**src/rtl/rx_byte_collector_if.sv**
```systemverilog
// rx_byte_collector_if: valid/ready byte stream from the collector to host-side logic
// Ports (signals):
//   data_out   byte at the FIFO head, 0x00 when empty
//   data_valid FIFO not empty
//   data_ready consumer takes data_out when high together with data_valid
// Modports: master = producer (collector), slave = consumer.
interface rx_byte_collector_if;
  logic [7:0] data_out;
  logic       data_valid;
  logic       data_ready;
  modport master (output data_out, data_valid, input data_ready);
  modport slave  (input data_out, data_valid, output data_ready);
endinterface

```
**src/rtl/rx_byte_collector.sv**
```systemverilog
// rx_byte_collector: assembles LSB-first serial bits into bytes and queues them in a FIFO
// Ports:
//   sample_clk   clock shared with the bit sampler
//   rst_n        asynchronous reset, active low
//   sample_sig   sampler strobe, din is sampled in this cycle
//   din          serial line
//   bus          master side of the valid/ready byte stream
//   fill_level   FIFO occupancy
//   overflow     sticky flag, a byte was dropped
//   clr_overflow synchronous clear of overflow
//   frame_err    one-cycle pulse, a stalled partial byte was discarded
module rx_byte_collector #(
  parameter int SAMPLE_RATIO = 16,
  parameter int TIMEOUT      = 32,
  parameter int DEPTH        = 4
) (
  input  logic                     sample_clk,
  input  logic                     rst_n,
  input  logic                     sample_sig,
  input  logic                     din,
  rx_byte_collector_if.master      bus,
  output logic [$clog2(DEPTH):0]   fill_level,
  output logic                     overflow,
  input  logic                     clr_overflow,
  output logic                     frame_err
);
  localparam int AW = $clog2(DEPTH);
  localparam int CW = AW + 1;
  if (SAMPLE_RATIO < 1 || TIMEOUT < 2 || TIMEOUT > 255 || DEPTH < 2 || DEPTH > 16 || (DEPTH & (DEPTH - 1)) != 0) begin : g_bad_params
    $error("rx_byte_collector: parameter out of range");
  end
  logic [7:0]    shift, idle_cnt, nb;
  logic [2:0]    bit_cnt;
  logic [7:0]    mem [DEPTH];
  logic [AW-1:0] rd_ptr, wr_ptr;
  logic [CW-1:0] count;
  logic          push, pop, wr, drop, timeout, full;
  assign nb      = {din, shift[7:1]};
  assign push    = sample_sig && bit_cnt == 3'd7;
  assign full    = count == CW'(DEPTH);
  assign pop     = bus.data_valid && bus.data_ready;
  // a pop in the same cycle frees the slot, so a full FIFO still accepts the push
  assign wr      = push && (!full || pop);
  assign drop    = push && full && !pop;
  // a strobe coinciding with the timeout wins
  assign timeout = !sample_sig && bit_cnt != 3'd0 && idle_cnt == 8'(TIMEOUT - 1);
  assign bus.data_valid = count != '0;
  assign bus.data_out   = bus.data_valid ? mem[rd_ptr] : 8'h00;
  assign fill_level     = count;
  always_ff @(posedge sample_clk)
    if (wr) mem[wr_ptr] <= nb;
  always_ff @(posedge sample_clk or negedge rst_n)
    if (!rst_n) begin
      shift     <= '0;
      bit_cnt   <= '0;
      idle_cnt  <= '0;
      rd_ptr    <= '0;
      wr_ptr    <= '0;
      count     <= '0;
      overflow  <= 1'b0;
      frame_err <= 1'b0;
    end else begin
      frame_err <= timeout;
      if (sample_sig) begin
        shift   <= nb;
        bit_cnt <= bit_cnt + 3'd1;
      end else if (timeout) bit_cnt <= 3'd0;
      idle_cnt <= (sample_sig || bit_cnt == 3'd0 || timeout) ? 8'd0 : idle_cnt + 8'd1;
      if (wr) wr_ptr <= wr_ptr + AW'(1);
      if (pop) rd_ptr <= rd_ptr + AW'(1);
      count    <= count + CW'(wr) - CW'(pop);
      overflow <= drop || (overflow && !clr_overflow);
    end
endmodule

```
**src/flat_wrapper.sv**
```systemverilog
// flat-port wrapper written by rule: the top's interface ports become plain ports
module rx_byte_collector_flat 
#(
  parameter int SAMPLE_RATIO = 16,
  parameter int TIMEOUT      = 32,
  parameter int DEPTH        = 4
)
  (sample_clk, rst_n, sample_sig, din, fill_level, overflow, clr_overflow, frame_err, bus_data_out, bus_data_valid, bus_data_ready);
  rx_byte_collector_if bus_i ();
  input  logic sample_clk;
  input  logic rst_n;
  input  logic sample_sig;
  input  logic din;
  output logic [$clog2(DEPTH):0] fill_level;
  output logic overflow;
  input  logic clr_overflow;
  output logic frame_err;
  output wire logic [$bits(bus_i.data_out)-1:0] bus_data_out;
  output wire logic [$bits(bus_i.data_valid)-1:0] bus_data_valid;
  input wire logic [$bits(bus_i.data_ready)-1:0] bus_data_ready;
  assign bus_data_out = bus_i.data_out;
  assign bus_data_valid = bus_i.data_valid;
  assign bus_i.data_ready = bus_data_ready;
  rx_byte_collector #(.SAMPLE_RATIO(SAMPLE_RATIO), .TIMEOUT(TIMEOUT), .DEPTH(DEPTH)) u_core (.sample_clk(sample_clk), .rst_n(rst_n), .sample_sig(sample_sig), .din(din), .bus(bus_i), .fill_level(fill_level), .overflow(overflow), .clr_overflow(clr_overflow), .frame_err(frame_err));
endmodule
```
**config.mk**
```make
export PLATFORM = sky130hd
export DESIGN_NAME = rx_byte_collector_flat
export DESIGN_NICKNAME = d
export VERILOG_FILES = /design/src/rtl/rx_byte_collector_if.sv /design/src/rtl/rx_byte_collector.sv /design/src/flat_wrapper.sv
export SDC_FILE = /design/constraint.sdc
export NUM_CORES = 1
export LEC_CHECK = 0
export BUFFER_PORTS_ARGS = -buffer_cell sky130_fd_sc_hd__buf_2
export CAP_MARGIN = 20
export CORE_MARGIN = 5
export CORE_UTILIZATION = 30
export DETAILED_ROUTE_END_ITERATION = 16
export PLACE_DENSITY = 0.54
export SLEW_MARGIN = 20
export SYNTH_ARGS = -nofsm -noshare
export SYNTH_HDL_FRONTEND = slang
export SYNTH_SLANG_ARGS = --single-unit
```
**constraint.sdc**
```tcl
create_clock -name sample_clk -period 2.2 [get_ports sample_clk]
set_clock_uncertainty 0.15 [all_clocks]
set_input_delay 0.11 -clock sample_clk [delete_from_list [all_inputs] [get_ports sample_clk]]
set_output_delay 0.11 -clock sample_clk [all_outputs]
set_load 0.02 [all_outputs]
```
Yosys cells after proc, flatten, opt, wreduce, memory -nomap -nowiden. Memory sizes are Yosys's and may differ from the RTL's. Cells that the tools add are included.

Flip-flop bits (word level): 28. Bits in latches: 0. Memory bits (writable): 32. Memory bits (read-only): 0. Input port bits: 6. Output and inout port bits: 14. Memories: 1.

Memory list: u_core.mem (words 4, width 8, read ports 1, clocked after Yosys merged registers in 0, write ports 1, RTL line rx_byte_collector.sv:34) `logic [7:0] mem [DEPTH];`.

Add/sub/neg operators: 6. Multipliers: 0. Div/mod/pow operators: 0. Magnitude comparators: 0. Eq/ne operators: 3. Shift-type cells: 0. Muxes and demuxes: 6. Bitwise logic cells: 0. Reduce and logical (&&, ||, !) cells: 20.

Operators by type and width (count): $mux W8 (2); $add A8 B1 Y8 const B (1); $eq A8 B5 Y1 const B (1); $logic_and A1 B1 Y1 (8); $eq A3 B3 Y1 const B (2); $mux W3 (2); $reduce_bool A3 Y1 (2); $add A2 B1 Y2 const B (2); $logic_not A1 Y1 (4); $logic_or A1 B1 Y1 (4); $add A3 B1 Y3 (1); $add A3 B1 Y3 const B (1); $logic_not A3 Y1 (1); $sub A3 B1 Y3 (1); $mux W1 (2); $reduce_bool A2 Y1 (1).

Logic depth before layout (Yosys ltp).
Word-level depth: 6. Mapped depth: 9.

Least setup slack after synthesis. OpenSTA, ideal clock, no wires.

Kind: flip-flop to flip-flop. From: reg u_core.count[1], in the netlist u_core.fill_level[1]. To: reg u_core.count[2], in the netlist u_core.fill_level[2]. Setup time: 0.130 ns. Arrival: 1.736 ns. Required time: 1.920 ns. Slack: 0.184 ns. Stages on the path, launching flop included: 7. Buffers on the path: 0. Clock period less this slack: 2.016 ns. Cell sequence: dfrtp_1 -> or3_1 -> nand2_1 -> nor2_1 -> fa_1 -> xnor2_1 -> xnor2_1.

Longest elaborated chain between the ends: 6.

RTL lines: start: declaration (RTL line rx_byte_collector.sv:36) `logic [CW-1:0] count;`; start signal: assignment (RTL line rx_byte_collector.sv:71) `count <= count + CW'(wr) - CW'(pop);`; $eq A3 B3 Y1 / $reduce_bool A3 Y1 (equally long branches) (RTL line rx_byte_collector.sv:40, rx_byte_collector.sv:47); $logic_not A1 Y1 / $logic_and A1 B1 Y1 (equally long branches) (RTL line rx_byte_collector.sv:43, rx_byte_collector.sv:41); $logic_or A1 B1 Y1 (RTL line rx_byte_collector.sv:43) `assign wr = push && (!full || pop);`; $logic_and A1 B1 Y1 (RTL line rx_byte_collector.sv:43); $add A3 B1 Y3 (RTL line rx_byte_collector.sv:71); $sub A3 B1 Y3 * (RTL line rx_byte_collector.sv:71).

Every way passes the cells marked *; elsewhere a longest branch is shown, timed or not. A chain may end at the register's enable or synchronous reset.

Worst setup path in the final report.
From: reg u_core.bit_cnt[0]. To: reg u_core.count[2], in the netlist u_core.fill_level[2].

Longest elaborated chain between the ends: 5.

RTL lines: start: declaration (RTL line rx_byte_collector.sv:33) `logic [2:0] bit_cnt;`; start signal: assignment (RTL line rx_byte_collector.sv:66) `bit_cnt <= bit_cnt + 3'd1;`; $eq A3 B3 Y1 (RTL line rx_byte_collector.sv:39) `assign push = sample_sig && bit_cnt == 3'd7;`; $logic_and A1 B1 Y1 (RTL line rx_byte_collector.sv:39); $logic_and A1 B1 Y1 (RTL line rx_byte_collector.sv:43); named net u_core.wr (RTL line rx_byte_collector.sv:37) `logic push, pop, wr, drop, timeout, full;`; $add A3 B1 Y3 (RTL line rx_byte_collector.sv:71); $sub A3 B1 Y3 (RTL line rx_byte_collector.sv:71).

The timed path passes the listed nets, and every way through them passes these cells.

==> reports/metrics.cfg <==
[status]
outcome = finished, final reports clean

[die]
pin_count = 20
die_w_um = 101
dieArea_um2 = 10200
die_y_um = 101
placementRows = 33
start_util = 0.305
coreArea_um2 = 8180

[global_routing]
grt.met3_usage = 0.0344
met1_usage = 0.115
use_met2 = 0.142
busiest_layer = met2
antenna_found_initial = 0
grt_pass1_wl_um = 7070
gr-usage-all-layers = 0.0917
grt_pass1_vias = 1370
grt_start_max_net_pins = 28
grt-ovfl-total = 0

[synthesis]
ys.flop_type = edfxtp_1
synth.area.top_cells = edfxtp_1 39%, dfrtp_1 27%, mux4_2 7.2%, ha_1 4.5%, mux2_2 3.6%
yosys_warnings = 0
synthArstFlopShare = 0.458
synth_edf_count = 32
seq_area_frac_synth = 0.657
synth_top_cell_by_area = edfxtp_1
syn-cell-area_um2 = 2490
yosysTopAreaCellShare = 0.386
syn-num-nets = 174
synth_cell_type_count = 29
synth_cells = 158
ys_ff_latch = 59
syn_area_per_cell_um2 = 15.8

[sta]
grt_setup_unrepaired = no
finalSetupTns_ns = 0
fmax_mhz = 506
final.min_clock_period_ns = 1.98
fin_ws_ns = 0.224
hold_viol = 0
finalSetupViolations = 0
slew_headroom = 0.564
tightest_slew_ns = 0.654
drv_slew = 0
period_share = 0.898

[layout]
instances_no_fill = 305
fin_util = 0.363
final_cell_mix = 32 x edfxtp_1, 27 x dfrtp_1, 19 x buf_2
fin_nets = 211
drive_above_1_share = 0.310
nFillCells = 795
n_antenna_cell = 0
final_common_cell = edfxtp_1
synthToLayoutAreaGrowth_pct = 19.2

[clock_tree]
h-tree-depth = 3
clock_latency_ns = 0.33
clock_path_buffers = 2
path_clk_slew_ns = 0.07
cts_resized = 0
cts.sinks = 59
cts_buffers = 9
root_buffer = clkbuf_8
ctsHoldBuffers = 4
cts_tree = built
post-cts-setup-buffers = 0

[drt]
vias = 1319
drt-pass1-iter-count = 4
detail-route-antenna-nets = 0
drtIter0Drc = 61
viasPerCell = 4.32
wl_per_cell_um = 13.7
drt-total-wl_um = 4170
remaining_drc_errors = 0

[critical_path]
critPathKind = reg -> reg
worstPathRequired_ns = 2.30
worstPathArrival_ns = 2.08
cp_slowest_cell = dfrtp_1
max_stage_delay_ns = 0.39
crit_chain = ha_1, ha_1, nand2_1, nor2_2, ha_1, inv_1, fa_1, xnor2_1, xnor2_1
crit_top_cell = ha_1
start_kind = register
critPathMaxFanout = 3
end_kind = register

[flow_run]
max_cap_viol_count = 0

[power_and_ir_drop]
leakage_nw = 1.16
powerDensity_nw_per_um2 = 1170
peakVddDrop_mv = 0.404
power_mw = 3.47

[place]
post-place-ws_ns = 0.216
hpwl_um = 2770
dp_cells = 285
place.gp.congestion = 0.736
io_buffers = 19

[hold_path]
hp-class = in -> reg

state kept, by name, summed over array words and instances (netlist names):
| register | count |
|---|---|
| u_core.bit_cnt | 3 |
| u_core.frame_err | 1 |
| u_core.rd_ptr | 2 |
| u_core.wr_ptr | 2 |
| u_core.idle_cnt | 8 |
| u_core.fill_level | 3 |
| u_core.shift | 7 |
| u_core.overflow | 1 |
| u_core.mem | 32 |
where the power goes:
group	total (mW)	internal [mW]	switching, mW
combinational	1.06	0.516	0.542
clock	0.873	0.416	0.457
sequential	1.54	1.37	0.174
metal layers:
metal	wire length [um]	up-vias
li1	-	654
met3	172	5
met4	49	0
met5	0	-
met1	1960	641
met2	1990	19
cell families after synthesis:
kind of cell,count (synthesis),synth area share
muxes,17,0.112
adders and majority gates,10,0.0532
AOI/OAI and AO/OA,11,0.0351
buffers and inverters,14,0.0226
and+or+nand+nor,38,0.0884
xor gates and xnor gates,9,0.0316
DFF,59,0.657
synthesized netlist by cell type, drive strengths merged, types with 2 or more instances:
cell type,count
a21oi,2
and2,12
buf,3
clkbuf,2
dfrtp,27
edfxtp,32
ha,9
inv,9
mux2,8
mux4,8
nand2,5
nand3,4
nand4,2
nor2,6
nor3,2
o21ai,4
o31ai,2
or3,5
xnor2,7
xor2,2
critical path: cells and delay by family, from the launching register on:
family,cells,cell delay (ns)
XOR/XNOR,2,0.31
adder cells (fa/ha/maj),4,0.83
buffers and inverters,1,0.05
AND/OR/NAND/NOR,2,0.17
flip-flops,1,0.39
final timing paths:
kind | startpoint | end | slack, ns | cells past startpoint
worst max-delay path | u_core.bit_cnt[0] | u_core.fill_level[2] | 0.22 | 9
worst min-delay path | sample_sig | u_core.fill_level[0] | 0.09 | 4
worst max register to register | u_core.bit_cnt[0] | u_core.fill_level[2] | 0.22 | 9
worst min register to register | u_core.idle_cnt[0] | u_core.idle_cnt[0] | 0.32 | 1
max in group asynchronous | rst_n | u_core.wr_ptr[0] | 1.28 | 2
min in group asynchronous | rst_n | u_core.idle_cnt[3] | 0.19 | 2
through the flow:
stage	cell area, um^2	hold slack [ns]
2_1_floorplan	2490	-0.336
3_3_place_gp	2760	0.0245
3_5_place_dp	2760	0.0306
4_1_cts	2970	0.0831
5_1_grt	2970	0.108
6_report	2970	0.0896
layout make-up:
class                   instances  area [um^2]  area share
repair buffers                 31          195      0.0657
multi-input cells              85          800       0.269
clock inverters                 7         51.3      0.0173
well taps                     105          131      0.0442
clock buffers                   9          124      0.0417
flip-flops and latches         59         1640       0.551
inverters                       9         33.8      0.0114
(Power assumes the default switching activity.)
